[src/rtl/rtc_pkg.sv]
// Shared definitions for the BCD real-time clock: digit limits, alarm states,
// and BCD helpers (wrap-within-range digit step, 24h <-> 12h hour conversion).
// No ports; imported by rtc_bcd_core and rtc_alarm_fsm.
package rtc_pkg;

  // Legal digit ranges of the internal 24-hour BCD time
  localparam logic [3:0] UNITS_MAX     = 4'd9;  // any units digit
  localparam logic [3:0] MS_TENS_MAX   = 4'd5;  // minute/second tens
  localparam logic [3:0] HR_TENS_MAX   = 4'd2;  // hour tens
  localparam logic [3:0] HR_UNITS_MAX2 = 4'd3;  // hour units while hour tens is 2
  localparam logic [4:0] HR_BIN_MAX    = 5'd23;

  localparam int unsigned RING_CNT_W = 8;   // RING_SEC up to 255
  localparam int unsigned SNZ_CNT_W  = 10;  // 60 * 9 = 540 ticks max

  typedef enum logic [1:0] {
    ST_IDLE   = 2'd0,
    ST_RING   = 2'd1,
    ST_SNOOZE = 2'd2
  } alm_state_e;

  typedef struct packed {
    logic [3:0] hrh;
    logic [3:0] hrl;
    logic [3:0] minh;
    logic [3:0] minl;
  } hm_t;

  typedef struct packed {
    hm_t        hm;
    logic [3:0] sech;
    logic [3:0] secl;
  } bcd_time_t;

  localparam bcd_time_t LAST_SEC = 24'h23_59_59;

  // One step of a digit within 0..max, wrapping at both ends, no carry out
  function automatic logic [3:0] bcd_step(input logic [3:0] digit,
                                          input logic [3:0] max,
                                          input logic       up);
    if (up) return (digit >= max) ? 4'd0 : digit + 4'd1;
    else    return (digit == 4'd0) ? max : digit - 4'd1;
  endfunction

  function automatic logic [4:0] hr_to_bin(input logic [7:0] hr);
    return 5'(hr[7:4]) * 5'd10 + 5'(hr[3:0]);
  endfunction

  function automatic logic [7:0] bin_to_hr(input logic [4:0] b);
    if (b >= 5'd20)      return {4'd2, 4'(b - 5'd20)};
    else if (b >= 5'd10) return {4'd1, 4'(b - 5'd10)};
    else                 return {4'd0, 4'(b)};
  endfunction

  // Display hour for 12-hour mode: 0 -> 12, 13..23 -> 1..11, 1..12 unchanged
  function automatic logic [7:0] hr12_bcd(input logic [7:0] hr24);
    logic [4:0] b;
    b = hr_to_bin(hr24);
    if (b == 5'd0)       b = 5'd12;
    else if (b > 5'd12)  b = b - 5'd12;
    return bin_to_hr(b);
  endfunction

  // {pm, hr12_bcd}; pm follows the internal 24-hour value
  function automatic logic [8:0] to_12h(input logic [7:0] hr24);
    return {hr_to_bin(hr24) >= 5'd12, hr12_bcd(hr24)};
  endfunction

endpackage

[src/rtl/rtc_alarm_fsm.sv]
// Alarm sequencer IDLE/RING/SNOOZE with ring-timeout and snooze countdowns on S_F.
// Ports: clk_i, rst_i (sync, active-high), sf_i tick, alm_en_i level,
//        alm_stop_i / alm_snooze_i pulses, match_i time==alarm pulse; ring_o registered.
module rtc_alarm_fsm
  import rtc_pkg::*;
#(
  parameter int unsigned RING_SEC   = 60,
  parameter int unsigned SNOOZE_MIN = 5
) (
  input  logic clk_i,
  input  logic rst_i,
  input  logic sf_i,
  input  logic alm_en_i,
  input  logic alm_stop_i,
  input  logic alm_snooze_i,
  input  logic match_i,
  output logic ring_o
);

  localparam logic [RING_CNT_W-1:0] RING_LOAD = RING_CNT_W'(RING_SEC);
  localparam logic [SNZ_CNT_W-1:0]  SNZ_LOAD  = SNZ_CNT_W'(60 * SNOOZE_MIN);

  alm_state_e            state_q, state_d;
  logic [RING_CNT_W-1:0] ring_cnt_q, ring_cnt_d;
  logic [SNZ_CNT_W-1:0]  snz_cnt_q, snz_cnt_d;
  logic                  ring_q;

  always_ff @(posedge clk_i) begin
    if (rst_i) begin
      state_q    <= ST_IDLE;
      ring_cnt_q <= '0;
      snz_cnt_q  <= '0;
      ring_q     <= 1'b0;
    end else begin
      state_q    <= state_d;
      ring_cnt_q <= ring_cnt_d;
      snz_cnt_q  <= snz_cnt_d;
      ring_q     <= (state_d == ST_RING);
    end
  end

  always_comb begin
    state_d    = state_q;
    ring_cnt_d = ring_cnt_q;
    snz_cnt_d  = snz_cnt_q;

    if (!alm_en_i) begin
      // Disarming aborts any ring or snooze
      state_d    = ST_IDLE;
      ring_cnt_d = '0;
      snz_cnt_d  = '0;
    end else begin
      unique case (state_q)
        ST_IDLE: begin
          if (match_i) begin
            state_d    = ST_RING;
            ring_cnt_d = RING_LOAD;
          end
        end
        ST_RING: begin
          // Stop beats snooze when both arrive together
          if (alm_stop_i) begin
            state_d    = ST_IDLE;
            ring_cnt_d = '0;
          end else if (alm_snooze_i) begin
            state_d    = ST_SNOOZE;
            ring_cnt_d = '0;
            snz_cnt_d  = SNZ_LOAD;
          end else if (sf_i) begin
            // Counts every S_F, even while the time is paused
            if (ring_cnt_q <= RING_CNT_W'(1)) begin
              state_d    = ST_IDLE;
              ring_cnt_d = '0;
            end else begin
              ring_cnt_d = ring_cnt_q - RING_CNT_W'(1);
            end
          end
        end
        ST_SNOOZE: begin
          if (alm_stop_i) begin
            state_d   = ST_IDLE;
            snz_cnt_d = '0;
          end else if (sf_i) begin
            if (snz_cnt_q <= SNZ_CNT_W'(1)) begin
              state_d    = ST_RING;
              snz_cnt_d  = '0;
              ring_cnt_d = RING_LOAD;
            end else begin
              snz_cnt_d = snz_cnt_q - SNZ_CNT_W'(1);
            end
          end
        end
        default: begin
          state_d    = ST_IDLE;
          ring_cnt_d = '0;
          snz_cnt_d  = '0;
        end
      endcase
    end
  end

  assign ring_o = ring_q;

endmodule

[src/rtl/rtc_bcd_core.sv]
// Time-of-day in 24-hour BCD with per-digit adjust, pause, 12/24h display and hh:mm alarm.
// Inputs: SYS_CLK, SYS_RST (sync, active-high), S_F tick, RUN, MODE_12H, ADJ_* adjust, ALM_* alarm.
// Outputs (registered, 1 cycle after the causing input): TIME_BCD, ALM_BCD, PM, DAY_F, ALM_RING.
module rtc_bcd_core
  import rtc_pkg::*;
#(
  parameter logic [23:0] INIT_TIME  = 24'h00_00_00,
  parameter logic [15:0] INIT_ALARM = 16'h07_00,
  parameter int unsigned RING_SEC   = 60,
  parameter int unsigned SNOOZE_MIN = 5
) (
  input  logic        SYS_CLK,
  input  logic        SYS_RST,
  input  logic        S_F,
  input  logic        RUN,
  input  logic        MODE_12H,
  input  logic        ADJ_TARGET,
  input  logic [5:0]  ADJ_SEL,
  input  logic        ADJ_UP,
  input  logic        ADJ_DOWN,
  input  logic        ALM_EN,
  input  logic        ALM_STOP,
  input  logic        ALM_SNOOZE,
  output logic [23:0] TIME_BCD,
  output logic [23:0] ALM_BCD,
  output logic        PM,
  output logic        DAY_F,
  output logic        ALM_RING
);

  // Ripple-carry increment of the whole time; 23:59:59 wraps to 00:00:00
  function automatic bcd_time_t tick_time(input bcd_time_t t);
    bcd_time_t r;
    r = t;
    if (t.secl != UNITS_MAX) r.secl = t.secl + 4'd1;
    else begin
      r.secl = 4'd0;
      if (t.sech != MS_TENS_MAX) r.sech = t.sech + 4'd1;
      else begin
        r.sech = 4'd0;
        if (t.hm.minl != UNITS_MAX) r.hm.minl = t.hm.minl + 4'd1;
        else begin
          r.hm.minl = 4'd0;
          if (t.hm.minh != MS_TENS_MAX) r.hm.minh = t.hm.minh + 4'd1;
          else begin
            r.hm.minh = 4'd0;
            if (t.hm.hrh == HR_TENS_MAX && t.hm.hrl == HR_UNITS_MAX2) begin
              r.hm.hrh = 4'd0;
              r.hm.hrl = 4'd0;
            end else if (t.hm.hrl == UNITS_MAX) begin
              r.hm.hrl = 4'd0;
              r.hm.hrh = t.hm.hrh + 4'd1;
            end else begin
              r.hm.hrl = t.hm.hrl + 4'd1;
            end
          end
        end
      end
    end
    return r;
  endfunction

  // Adjust of a minute or hour digit (idx 2..5). In 12-hour mode either hour
  // digit moves the whole hour, since single digits are meaningless there.
  function automatic hm_t adjust_hm(input hm_t t, input logic [2:0] idx,
                                    input logic up, input logic m12);
    hm_t        r;
    logic [4:0] hb;
    r  = t;
    hb = hr_to_bin({t.hrh, t.hrl});
    case (idx)
      3'd2: r.minl = bcd_step(t.minl, UNITS_MAX, up);
      3'd3: r.minh = bcd_step(t.minh, MS_TENS_MAX, up);
      3'd4, 3'd5: begin
        if (m12) begin
          if (up) hb = (hb >= HR_BIN_MAX) ? 5'd0 : hb + 5'd1;
          else    hb = (hb == 5'd0) ? HR_BIN_MAX : hb - 5'd1;
          {r.hrh, r.hrl} = bin_to_hr(hb);
        end else if (idx == 3'd4) begin
          r.hrl = bcd_step(t.hrl, (t.hrh == HR_TENS_MAX) ? HR_UNITS_MAX2 : UNITS_MAX, up);
        end else begin
          r.hrh = bcd_step(t.hrh, HR_TENS_MAX, up);
          // Keep the hour legal when entering the 20s
          if (r.hrh == HR_TENS_MAX && t.hrl > HR_UNITS_MAX2) r.hrl = HR_UNITS_MAX2;
        end
      end
      default: r = t;
    endcase
    return r;
  endfunction

  bcd_time_t   time_q, time_d, time_inc, time_adj, time_nxt;
  hm_t         alm_q, alm_d, alm_adj, alm_nxt;
  logic        tick_pend_q, tick_pend_d;
  logic        day_q, day_d;
  logic [23:0] time_out_q, time_out_d;
  logic [23:0] alm_out_q, alm_out_d;
  logic        pm_q, pm_d;
  logic [8:0]  tconv;

  logic [2:0]  sel_cnt, adj_idx;
  logic        adj_ok, time_adj_vld, alm_adj_vld;
  logic        tick_acc, tick_go, match;

  // Decode the one-cold digit pointer
  always_comb begin
    sel_cnt = 3'd0;
    adj_idx = 3'd0;
    for (int i = 0; i < 6; i++) begin
      if (!ADJ_SEL[i]) begin
        sel_cnt = sel_cnt + 3'd1;
        adj_idx = 3'(i);
      end
    end
  end

  always_comb begin
    adj_ok       = (sel_cnt == 3'd1) && (ADJ_UP ^ ADJ_DOWN);
    time_adj_vld = adj_ok && !ADJ_TARGET;
    alm_adj_vld  = adj_ok && ADJ_TARGET && (adj_idx >= 3'd2);  // alarm has no seconds

    time_adj = time_q;
    case (adj_idx)
      3'd0:    time_adj.secl = bcd_step(time_q.secl, UNITS_MAX, ADJ_UP);
      3'd1:    time_adj.sech = bcd_step(time_q.sech, MS_TENS_MAX, ADJ_UP);
      default: time_adj.hm   = adjust_hm(time_q.hm, adj_idx, ADJ_UP, MODE_12H);
    endcase
    alm_adj = adjust_hm(alm_q, adj_idx, ADJ_UP, MODE_12H);

    // A paused clock drops S_F; a tick colliding with a time adjust is
    // deferred by one cycle, and only one such tick is ever held.
    tick_acc = S_F && RUN;
    tick_go  = !time_adj_vld && (tick_acc || tick_pend_q);
    time_inc = tick_time(time_q);

    if (time_adj_vld) begin
      time_d      = time_adj;
      tick_pend_d = tick_pend_q || tick_acc;
    end else if (tick_go) begin
      time_d      = time_inc;
      tick_pend_d = tick_pend_q && tick_acc;
    end else begin
      time_d      = time_q;
      tick_pend_d = tick_pend_q;
    end

    alm_d = alm_adj_vld ? alm_adj : alm_q;
    day_d = tick_go && (time_q == LAST_SEC);
    // Only a tick can trigger the alarm; setting the time onto it cannot
    match = tick_go && (time_inc == bcd_time_t'({alm_q, 8'h00}));
  end

  always_ff @(posedge SYS_CLK) begin
    if (SYS_RST) begin
      time_q      <= bcd_time_t'(INIT_TIME);
      alm_q       <= hm_t'(INIT_ALARM);
      tick_pend_q <= 1'b0;
      day_q       <= 1'b0;
    end else begin
      time_q      <= time_d;
      alm_q       <= alm_d;
      tick_pend_q <= tick_pend_d;
      day_q       <= day_d;
    end
  end

  // Display registers follow the next state so the outputs move with the
  // time registers; during reset they load the converted INIT values.
  always_comb begin
    time_nxt   = SYS_RST ? bcd_time_t'(INIT_TIME) : time_d;
    alm_nxt    = SYS_RST ? hm_t'(INIT_ALARM) : alm_d;
    tconv      = to_12h({time_nxt.hm.hrh, time_nxt.hm.hrl});
    time_out_d = MODE_12H ? {tconv[7:0], time_nxt[15:0]} : time_nxt;
    alm_out_d  = {MODE_12H ? hr12_bcd(alm_nxt[15:8]) : alm_nxt[15:8], alm_nxt[7:0], 8'h00};
    pm_d       = tconv[8];
  end

  always_ff @(posedge SYS_CLK) begin
    time_out_q <= time_out_d;
    alm_out_q  <= alm_out_d;
    pm_q       <= pm_d;
  end

  rtc_alarm_fsm #(
    .RING_SEC  (RING_SEC),
    .SNOOZE_MIN(SNOOZE_MIN)
  ) u_alarm (
    .clk_i       (SYS_CLK),
    .rst_i       (SYS_RST),
    .sf_i        (S_F),
    .alm_en_i    (ALM_EN),
    .alm_stop_i  (ALM_STOP),
    .alm_snooze_i(ALM_SNOOZE),
    .match_i     (match),
    .ring_o      (ALM_RING)
  );

  assign TIME_BCD = time_out_q;
  assign ALM_BCD  = alm_out_q;
  assign PM       = pm_q;
  assign DAY_F    = day_q;

endmodule

[config.mk]
export PLATFORM = sky130hd
export DESIGN_NAME = rtc_bcd_core
export DESIGN_NICKNAME = d
export VERILOG_FILES = /design/src/rtl/rtc_pkg.sv /design/src/rtl/rtc_alarm_fsm.sv /design/src/rtl/rtc_bcd_core.sv
export SDC_FILE = /design/constraint.sdc
export NUM_CORES = 1
export LEC_CHECK = 0
export ABC_AREA = 1
export CAP_MARGIN = 30
export CORE_ASPECT_RATIO = 1.75
export CORE_MARGIN = 2
export CORE_UTILIZATION = 50
export DETAILED_ROUTE_END_ITERATION = 8
export MAX_ROUTING_LAYER = met4
export PLACE_DENSITY = 0.82
export SLEW_MARGIN = 20
export SYNTH_ARGS = -nofsm -noshare
export SYNTH_HDL_FRONTEND = slang
export SYNTH_SLANG_ARGS = --single-unit
[constraint.sdc]
create_clock -name SYS_CLK -period 6.9 [get_ports SYS_CLK]
set_input_delay 1.38 -clock SYS_CLK [delete_from_list [all_inputs] [get_ports SYS_CLK]]
set_output_delay 1.38 -clock SYS_CLK [all_outputs]
set_load 0.02 [all_outputs]
# [Word level (Yosys, flattened, before mapping)]
# Index checks and enable logic that the tools add are counted.
[word_totals] in_bits=17 register_bits=104
[classes] n_mux=135 n_mul=4 add_sub_neg=45 n_reduce_logical=37 magnitude_cmp=28 bitwise_logic=3 n_eq_ne=29
[op_table] operator="$mux 4" n=57
[op_table] operator="$mux 8" n=15
[op_table] operator="$mux 24" n=4
[op_table] operator="$mux 5" n=19
[op_table] operator="$mux 16" n=4
[op_table] operator="$mux 10" n=5
[op_table] operator="$add 4x1->4 const B" n=10
[op_table] operator="$logic_not 4->1" n=10
[op_table] operator="$sub 4x1->4 const B" n=10
[op_table] operator="$ge 5x5->1 const B" n=6
[op_table] operator="$pmux 10 s3" n=1
[op_table] operator="$mux 3" n=9
[op_table] operator="$ge 5x4->1 const B" n=5
[op_table] operator="$eq 24x22->1 const B" n=1
[op_table] operator="$eq 24x24->1" n=1
[op_table] operator="$mux 6" n=4
[op_table] operator="$pmux 8 s3" n=1
[op_table] operator="$add 5x4->5" n=4
[op_table] operator="$eq 4x2->1 const B" n=5
[op_table] operator="$logic_not 5->1" n=4
[op_table] operator="$mux 20" n=1
[op_table] operator="$mux 2" n=9
[op_table] operator="$mul 4x3->4 const B" n=4
[op_table] operator="$sub 4x3->4 const B" n=4
[op_table] operator="41 further kinds" n=88

# [Depth between registers and ports, before layout]
# Gate-level depths: netlist (run 1).
[depth] ltp_word=28 depth_mapped=48 ltp_nobuf=47

# [Cells and area by module]
# A second synthesis (run 1) with hierarchy kept.
[hier_totals] hier_cells=1408 area_unflattened_um2=8782.2
[by_module_without_submodules] mod="rtc_bcd_core" instances=1 seq_area_each_um2=1181.1 cells_per_inst=1172 area_each_um2=7268.2
[by_module_without_submodules] mod="rtc_alarm_fsm" instances=1 seq_area_each_um2=420.4 cells_per_inst=236 area_each_um2=1514.0

# [Worst setup path after synthesis (run 1)]
# OpenSTA, ideal clock, no wires.
[synth_path] path_type="in2reg" from="in ADJ_SEL[0]" to="reg time_out_q[17] (netlist: TIME_BCD[17])" path_buffers=1 stages=44 t_arrival_ns=7.038 path_slack_ns=-0.251 setup_time_ns=0.113 cell_sequence="inv_1 ha_1 xnor2_2 ha_1 nand2_1 nand2_1 ha_1 or2_2 o21ai_1 inv_1 ha_1 inv_1 nor2_1 xnor2_1 inv_1 nand2_1 nand3_1 a21oi_4 [8 not listed] nand2_1 a31oi_1 inv_1 nand4_1 nand2_1 nand3_2 nand2_2 nand2_1 nand2_1 nor2_2 inv_1 ha_1 nand3_1 inv_1 o21ai_2 nand3_1 nand2_1 nand2_1"
[synth_rtl] element="from (decl)" line_no="rtc_bcd_core.sv:18" text="input logic [5:0] ADJ_SEL,"
[synth_rtl] element="to (signal assigned)" line_no="rtc_bcd_core.sv:179" text="time_out_q <= time_out_d;"
[synth_rtl] element="to (decl)" line_no="rtc_bcd_core.sv:96" text="logic [23:0] time_out_q, time_out_d;"

==> run summary, run 1 <==
The flow ran to the end, and the final reports show no timing, DRC or antenna violations. In this run the horizontal extent of the chip is roughly 100 um. The total half-perimeter wirelength after legalization and detailed placement came out at 20.0 mm. The synthesized design contains 78 register bits. The worst slew margin relative to its limit is 56.3%.

For this design, the slowest cell found on the critical path is sky130_fd_sc_hd__fa_2. The total of fill cells in the finished design is 1,584. IR analysis of the VDD net gives a maximum drop of 0.121 mV. The finished layout cell area is 10,700 sq um. The shortest clock period the worst path allows after layout is 6.70 ns. Clock-pin slew was measured on the worst setup and hold paths at about 0.06 ns. The path class of the tightest hold or removal check is register to register.

Summing internal, switching and leakage power gives 2090 uW. The later-pin clock latency in the skew report is between 0.3 and 0.4 ns. Setup slack on the critical path of the routed design comes to 0.201 ns. The share of layout cells above drive strength 1 is 17.8%. The cell count after synthesis came out at 1,372. The worst setup path is launched from an input pin. The antenna diode instance count came out at 0. The synthesized cell area came out at 8770 sq um.

The area used by multi-input combinational logic is 6410 sq um. The number of port buffers is 59. The length of the first detailed-routing pass in iterations came out at 5. The cell sitting at the root of the clock tree is a sky130_fd_sc_hd__clkbuf_16.

The initial antenna violation count is 0. The detailed-route via count came out at between 9,000 and 10,000. Summed over all layers, the routed wires come to 27.1 mm. Before CTS, the worst setup slack after placement is -0.759 ns. The largest stage delay on the critical path came out at approximately 0.56 ns. Summed over all layers, the global routing overflow is 0.

The count of final setup violators is 0. A synthesized cell averages 6.39 sq um. After detailed routing, the number of remaining DRC violations is 0. The synthesized design contains 0 enable-type register cells. The net count of the finished layout came out at 1,582.

The total global-route track usage came out at between 20% and 30%. The number of core rows came out at 64. The total clock buffers created by CTS is 9. The highest attainable clock frequency is 149 MHz. The number of pins exceeding their max-slew limit in the final report came out at 0.

Counting distinct cell types in the post-synthesis netlist gives 65. The most used flip-flop cell after synthesis is sky130_fd_sc_hd__dfxtp_1. Max-cap violations in this run came to 0. Yosys printed 0 warnings. For this configuration, the core starts out at a cell density of 50.7%. The static leakage power came out at ~0.0049 uW. The post-synthesis async set-or-reset flop share came out at 0%. On the final layout, the worst hold slack is 0.477 ns. The maximum number of buffers from clock root to sink came out at 2. The routed wirelength normalized by instance count came out at 15.8 um. The number of nets with antenna violations after detailed routing is 0. The die covers 18,600 sq um. The number of global-route vias before repair is 9,409.

The number of hold violations in the final report came to 0. The final critical path takes up 97.1% of the cycle. The first global-routing pass estimated between 40 and 50 mm of wire. The data arrival time of the worst path came out at 6.95 ns.

The cell area reported after detailed placement is 9920 sq um. The detailed-route vias per instance is 5.65. The core region is 17,300 sq um.

The number of primary I/O pins is 68. The most numerous cell on the critical path is sky130_fd_sc_hd__inv_2. The weighted congestion at the end of routability-driven global placement is about 1.0. The register area share after synthesis came out at 17.8%.

The register area came out at 1560 sq um. The TritonCTS sink count is 78. The type of element capturing the critical path is a register. The DRC violation total after the first TritonRoute iteration is 531. The endpoint required time on the critical path came out at 7.15 ns. The worst-case clock skew came out at 0.0114 ns.

The power per standard cell area is 195 nW/um^2. The pin count of the biggest net entering global routing is 31. The CTS H-tree depth came out at 3. TritonCTS built the clock tree. The die span in y is 179 um. The setup path with the least slack is of type input pin to register. The synthesis-to-layout area growth came out at 22.1%. The maximum net fanout on the critical path is 6. The actual slew at the worst max-slew pin is ~0.65 ns.
## metrics by stage
stage	utilization (%)	setup TNS [ns]	cells
final	61.9	0	1713
after global routing	61.9	-0.311	1713
after CTS	60.1	0	1706
after detailed placement	57.4	-6.93	1684
after global placement	57.4	-4.72	1684
after floorplan	-	-0.00275	1379
## worst max-delay path, delay by kind of cell
family / cells / cell delay (ns)
buf+inv: 9 / 0.56
compound gates: 5 / 1.05
xor+xnor: 2 / 0.35
fa+ha+maj: 8 / 2.08
simple gates: 16 / 1.50
## state kept, by name, summed over array words and instances, names as in the netlist
name	flops
tick_pend_q	1
u_alarm.state_q	2
alm_q	13
u_alarm.ring_cnt_q	8
ALM_BCD	10
time_q	20
u_alarm.ring_o	1
u_alarm.snz_cnt_q	10
PM	1
TIME_BCD	11
DAY_F	1
## timing repair
action | CTS | global route
hold buffers | 0 | 0
gates cloned | 0 | 0
endpoints found under the setup margin | 10 | 10
pin swaps | 15 | 39
resized for setup | 29 | 71
buffers inserted | 6 | 8
## report_power, final
| group | switching, uW | total [uW] | internal, uW |
|---|---|---|---|
| Clock | 214 | 497 | 283 |
| Sequential | 35.3 | 521 | 485 |
| Combinational | 625 | 1070 | 444 |
| Total | 875 | 2090 | 1210 |
## worst paths after layout
check | cells past startpoint | endpoint | slack [ns] | start
worst min register to register | 1 | u_alarm.snz_cnt_q[9] | 0.48 | u_alarm.snz_cnt_q[9]
worst max-delay path | 40 | ALM_BCD[17] | 0.20 | ADJ_SEL[0]
worst min-delay path | 1 | u_alarm.snz_cnt_q[9] | 0.48 | u_alarm.snz_cnt_q[9]
worst max register to register | 36 | TIME_BCD[17] | 0.88 | time_q[22]
## logic make-up after synthesis
group	after synthesis	synth area share (%)
AND/OR/NAND/NOR	608	31.6
AO/OA/AOI/OAI	265	18.1
buffers and inverters	280	13.8
flip-flops	78	17.8
XOR/XNOR	51	5.57
other	1	0.0428
multiplexers	1	0.114
adder cells (fa/ha/maj)	88	12.9
## cells in the mapped netlist, drive strengths merged, types with 2 or more instances
master / n / area, sq um
a211o: 2 / 17.5
a211oi: 7 / 52.6
a21boi: 2 / 15.0
a21oi: 57 / 315
a221oi: 9 / 78.8
a311oi: 3 / 26.3
a31oi: 26 / 163
a32oi: 2 / 17.5
and2: 2 / 12.5
buf: 47 / 337
clkbuf: 24 / 90.1
clkinv: 5 / 18.8
dfxtp: 78 / 1560
fa: 4 / 80.1
ha: 84 / 1050
inv: 204 / 766
nand2: 285 / 1150
nand3: 120 / 663
nand3b: 6 / 45.0
nand4: 12 / 81.3
nor2: 143 / 588
nor3: 25 / 130
nor3b: 2 / 20.0
nor4: 4 / 25.0
o2111ai: 4 / 35.0
o211ai: 13 / 103
o21ai: 112 / 572
o21bai: 2 / 15.0
o22ai: 18 / 113
o311ai: 2 / 17.5
or2: 8 / 50.1
xnor2: 13 / 121
xor2: 38 / 367
## routing by layer
layer | vias up | part of all wire, % | global-route usage, %
li1 | 4700 | - | -
met1 | 4441 | 35 | 26.4
met2 | 389 | 53 | 53.8
met3 | 155 | 4.7 | 3.82
met4 | 0 | 7.4 | 22.9
met5 | - | 0 | -
## final cells by class
type / count / area share, %
well taps: 231 / 2.70
repair buffers: 158 / 12.6
multi-input cells: 1021 / 59.9
flip-flops and latches: 78 / 14.6
inverters: 209 / 7.40
clock inverters: 6 / 0.643
clock buffers: 10 / 2.14
## layout by cell type (no fill, tap or decap), types with 9 or more instances in the layout
cell and instances:
sky130_fd_sc_hd__xor2_1 32, sky130_fd_sc_hd__a31oi_1 24, sky130_fd_sc_hd__nand2_2 28, sky130_fd_sc_hd__a21oi_1 49, sky130_fd_sc_hd__nand3_2 15, sky130_fd_sc_hd__inv_2 24, sky130_fd_sc_hd__nand4_1 11, sky130_fd_sc_hd__inv_1 178
sky130_fd_sc_hd__nand3_1 102, sky130_fd_sc_hd__o22ai_1 18, sky130_fd_sc_hd__nand2_1 250, sky130_fd_sc_hd__dfxtp_1 78, sky130_fd_sc_hd__xnor2_1 11, sky130_fd_sc_hd__o21ai_0 89, sky130_fd_sc_hd__buf_4 94, sky130_fd_sc_hd__clkdlybuf4s50_1 56
sky130_fd_sc_hd__o211ai_1 12, sky130_fd_sc_hd__ha_1 72, sky130_fd_sc_hd__nor2_1 128, sky130_fd_sc_hd__o21ai_1 17, sky130_fd_sc_hd__clkbuf_16 9, sky130_fd_sc_hd__nor3_1 24, sky130_fd_sc_hd__ha_4 9
Power figures use the tool's default switching activity.
==> run 2, diff against run 1 <==
--- a/config.mk
+++ b/config.mk
@@ -6,7 +6,7 @@
 export NUM_CORES = 1
 export LEC_CHECK = 0
 export ABC_AREA = 1
-export CAP_MARGIN = 30
+export CAP_MARGIN = 5
 export CORE_ASPECT_RATIO = 1.75
 export CORE_MARGIN = 2
 export CORE_UTILIZATION = 50
==> results of run 2 <==
No change in the layout: final DEF, timing and power equal those of run 1.
==> run 3, diff against run 2 <==
--- a/config.mk
+++ b/config.mk
@@ -13,7 +13,9 @@
 export DETAILED_ROUTE_END_ITERATION = 8
 export MAX_ROUTING_LAYER = met4
 export PLACE_DENSITY = 0.82
+export SKIP_CTS_REPAIR_TIMING = 1
 export SLEW_MARGIN = 20
 export SYNTH_ARGS = -nofsm -noshare
 export SYNTH_HDL_FRONTEND = slang
 export SYNTH_SLANG_ARGS = --single-unit
+export TNS_END_PERCENT = 50
==> run summary, run 3 (synthesis gave the netlist of run 1 again) <==
The flow ran to the end, and the final reports show no timing, DRC or antenna violations. The DRC violation total after the first TritonRoute iteration came out at 527 (-0.75%). The total of fill cells in the finished design came out at 1,600 (+1.0%). The total half-perimeter wirelength after legalization and detailed placement is 20.0 mm (unchanged). The maximum net fanout on the critical path is 6 (unchanged). The highest attainable clock frequency is 149 MHz (-0.44%). The endpoint required time on the critical path came out at 7.15 ns (about the same). The worst setup path is captured at a register.

The antenna diode instance count is 0 (unchanged). The most numerous cell on the critical path is sky130_fd_sc_hd__nand2_1. STA classifies the critical path startpoint as an input pin. The total clock buffers created by CTS came out at 9 (unchanged). The number of primary I/O pins is 68 (unchanged). The sum of negative setup slack is 0 ns (unchanged). The largest stage delay on the critical path was 0.41 ns (-0.15 ns).

The actual slew at the worst max-slew pin came to 0.649 ns (-0.00209 ns). The weighted congestion at the end of routability-driven global placement came out at 1.01 (unchanged). The die span in y came out at 179 um (unchanged). The share of layout cells above drive strength 1 is 17.1% (-0.76 points).

The number of hold violations in the final report is 0 (unchanged). The static leakage power is 0.00489 uW (-0.66%). The later-pin clock latency in the skew report is 0.36 ns (about the same). The initial antenna violation count is 0 (unchanged).

The number of core rows was 64 (unchanged). TritonCTS built the clock tree. The maximum number of buffers from clock root to sink came to 2 (unchanged).

The TritonCTS sink count came out at 78 (unchanged). The length of the first detailed-routing pass in iterations is 6 (+1). The core area is 17,300 sq um (unchanged).

The number of standard cells in the final layout excluding fillers came out at 1,709 (-0.23%). The power per standard cell area is 194 nW/um^2 (-0.58%). The global-route wire length before repair was 42.0 mm (-1.7%). The synthesis-to-layout area growth came out at 21.0%. Ranked by flip-flop count, first place goes to time_q. The number of port buffers is 59 (unchanged). The x dimension of the die came out at 104 um (unchanged).

The CTS H-tree depth was 3 (unchanged). The pin count of the biggest net entering global routing came to 31 (unchanged). The overall die area came out at 18,600 sq um (unchanged). In the layout the commonest cells are 253 x sky130_fd_sc_hd__nand2_1, 177 x sky130_fd_sc_hd__inv_1, 128 x sky130_fd_sc_hd__nor2_1, 103 x sky130_fd_sc_hd__nand3_1, 92 x sky130_fd_sc_hd__buf_4. The shortest clock period the worst path allows after layout was 6.73 ns (+0.0293 ns). The worst slew margin relative to its limit came out at 56.4% (+0.11 points). The post-placement cell count is 1,684 (unchanged). The flip-flop count of the largest register after layout came out at 20 (unchanged). The worst-case clock skew came out at 0.0128 ns (+0.00145 ns). The number of pins exceeding their max-slew limit in the final report came out at 0 (unchanged).

The net count of the finished layout came out at 1,578 (-0.25%). The clock tree root driver cell is sky130_fd_sc_hd__clkbuf_16. The number of global-route vias before repair came out at 9,318 (-0.97%). The total of max-cap violations came to 0 (unchanged). The data arrival time of the worst path is 6.98 ns (+0.03 ns). The finished layout cell area is 10,600 sq um (-0.89%).

For this design, the slowest cell found on the critical path is sky130_fd_sc_hd__a221oi_4. The count of final setup violators was 0 (unchanged). The final period utilization came out at 97.5% (+0.42 points). The total power draw came out at 2060 uW (-1.5%).

The initial core utilization came to 50.7% (unchanged). The worst min-delay path category is register to register. The routed wirelength normalized by instance count came out at 15.6 um (-1.7%). The detailed-route via count came out at 9,649 (-0.37%). The cell area reported after detailed placement is 9920 sq um (unchanged). The remaining global-route overflow is 0 (unchanged). The setup path with the least slack is of type input pin to register. The detailed-route vias per instance came out at 5.65 (-0.14%). The total wire length was 26.6 mm (-1.9%).

The number of nets with antenna violations after detailed routing is 0 (unchanged). The DRC violations left is 0 (unchanged). The total global-route track usage was 28.3% (-0.56 points). The worst-case vdd ir drop is 0.136 mV (+13%). The CTS clock-pin slew for the worst setup and hold paths is 0.06 ns (about the same). The library cell used most frequently in the layout, excluding fill and tap cells, is sky130_fd_sc_hd__nand2_1.
==> run 3: cell count changes in the layout (fill, tap and decap cells not counted), sizes merged <==
cell  change
buf       -4
==> run 3: final cells by class <==
cell class | count | area (sq um) | area share (%)
multi-input combinational | 1021 | 6360 | 59.9
sequential | 78 | 1560 | 14.7
timing repair buffer | 154 | 1310 | 12.4
inverter | 209 | 790 | 7.44
tap | 231 | 289 | 2.72
clock buffer | 10 | 229 | 2.16
clock inverter | 6 | 68.8 | 0.649
==> run 3: metal layers <==
metal,vias to the layer above,part of all wire (%),track usage [%]
li1,4695,-,-
met1,4455,35,26.1
met2,353,52,53.5
met3,146,4.3,3.27
met4,0,7.9,21.3
met5,-,0,-
==> run 3: where the power goes <==
group          leakage (uW)  internal [uW]  switching [uW]
clock network      0.000143            283             213
logic               0.00411            433             607
registers          0.000634            485            35.3
==> run 3: worst paths after layout <==
kind | startpoint | end | slack [ns] | cells past startpoint
setup / recovery | ADJ_SEL[0] | ALM_BCD[18] | 0.17 | 41
hold reg to reg | u_alarm.snz_cnt_q[7] | u_alarm.snz_cnt_q[7] | 0.48 | 2
hold / removal | u_alarm.snz_cnt_q[7] | u_alarm.snz_cnt_q[7] | 0.48 | 2
setup reg to reg | alm_q[13] | ALM_BCD[18] | 0.88 | 39
==> run 3: metrics by stage <==
| step | util, % | setup slack [ns] | hold WS (ns) |
|---|---|---|---|
| after global routing | 61.3 | -0.111 | 0.489 |
| after floorplan | - | -0.00275 | 0.429 |
| after global placement | 57.4 | -0.533 | 0.447 |
| after detailed placement | 57.4 | -0.759 | 0.457 |
| after CTS | 59.1 | -0.447 | 0.470 |
| final | 61.3 | 0.171 | 0.477 |
==> run 3: critical path, delay by kind of cell <==
family          cells  cell delay, ns
simple gates       19            1.89
fa+ha+maj           7            1.66
compound gates      5            0.96
xor+xnor            3            0.51
buf+inv             7            0.55
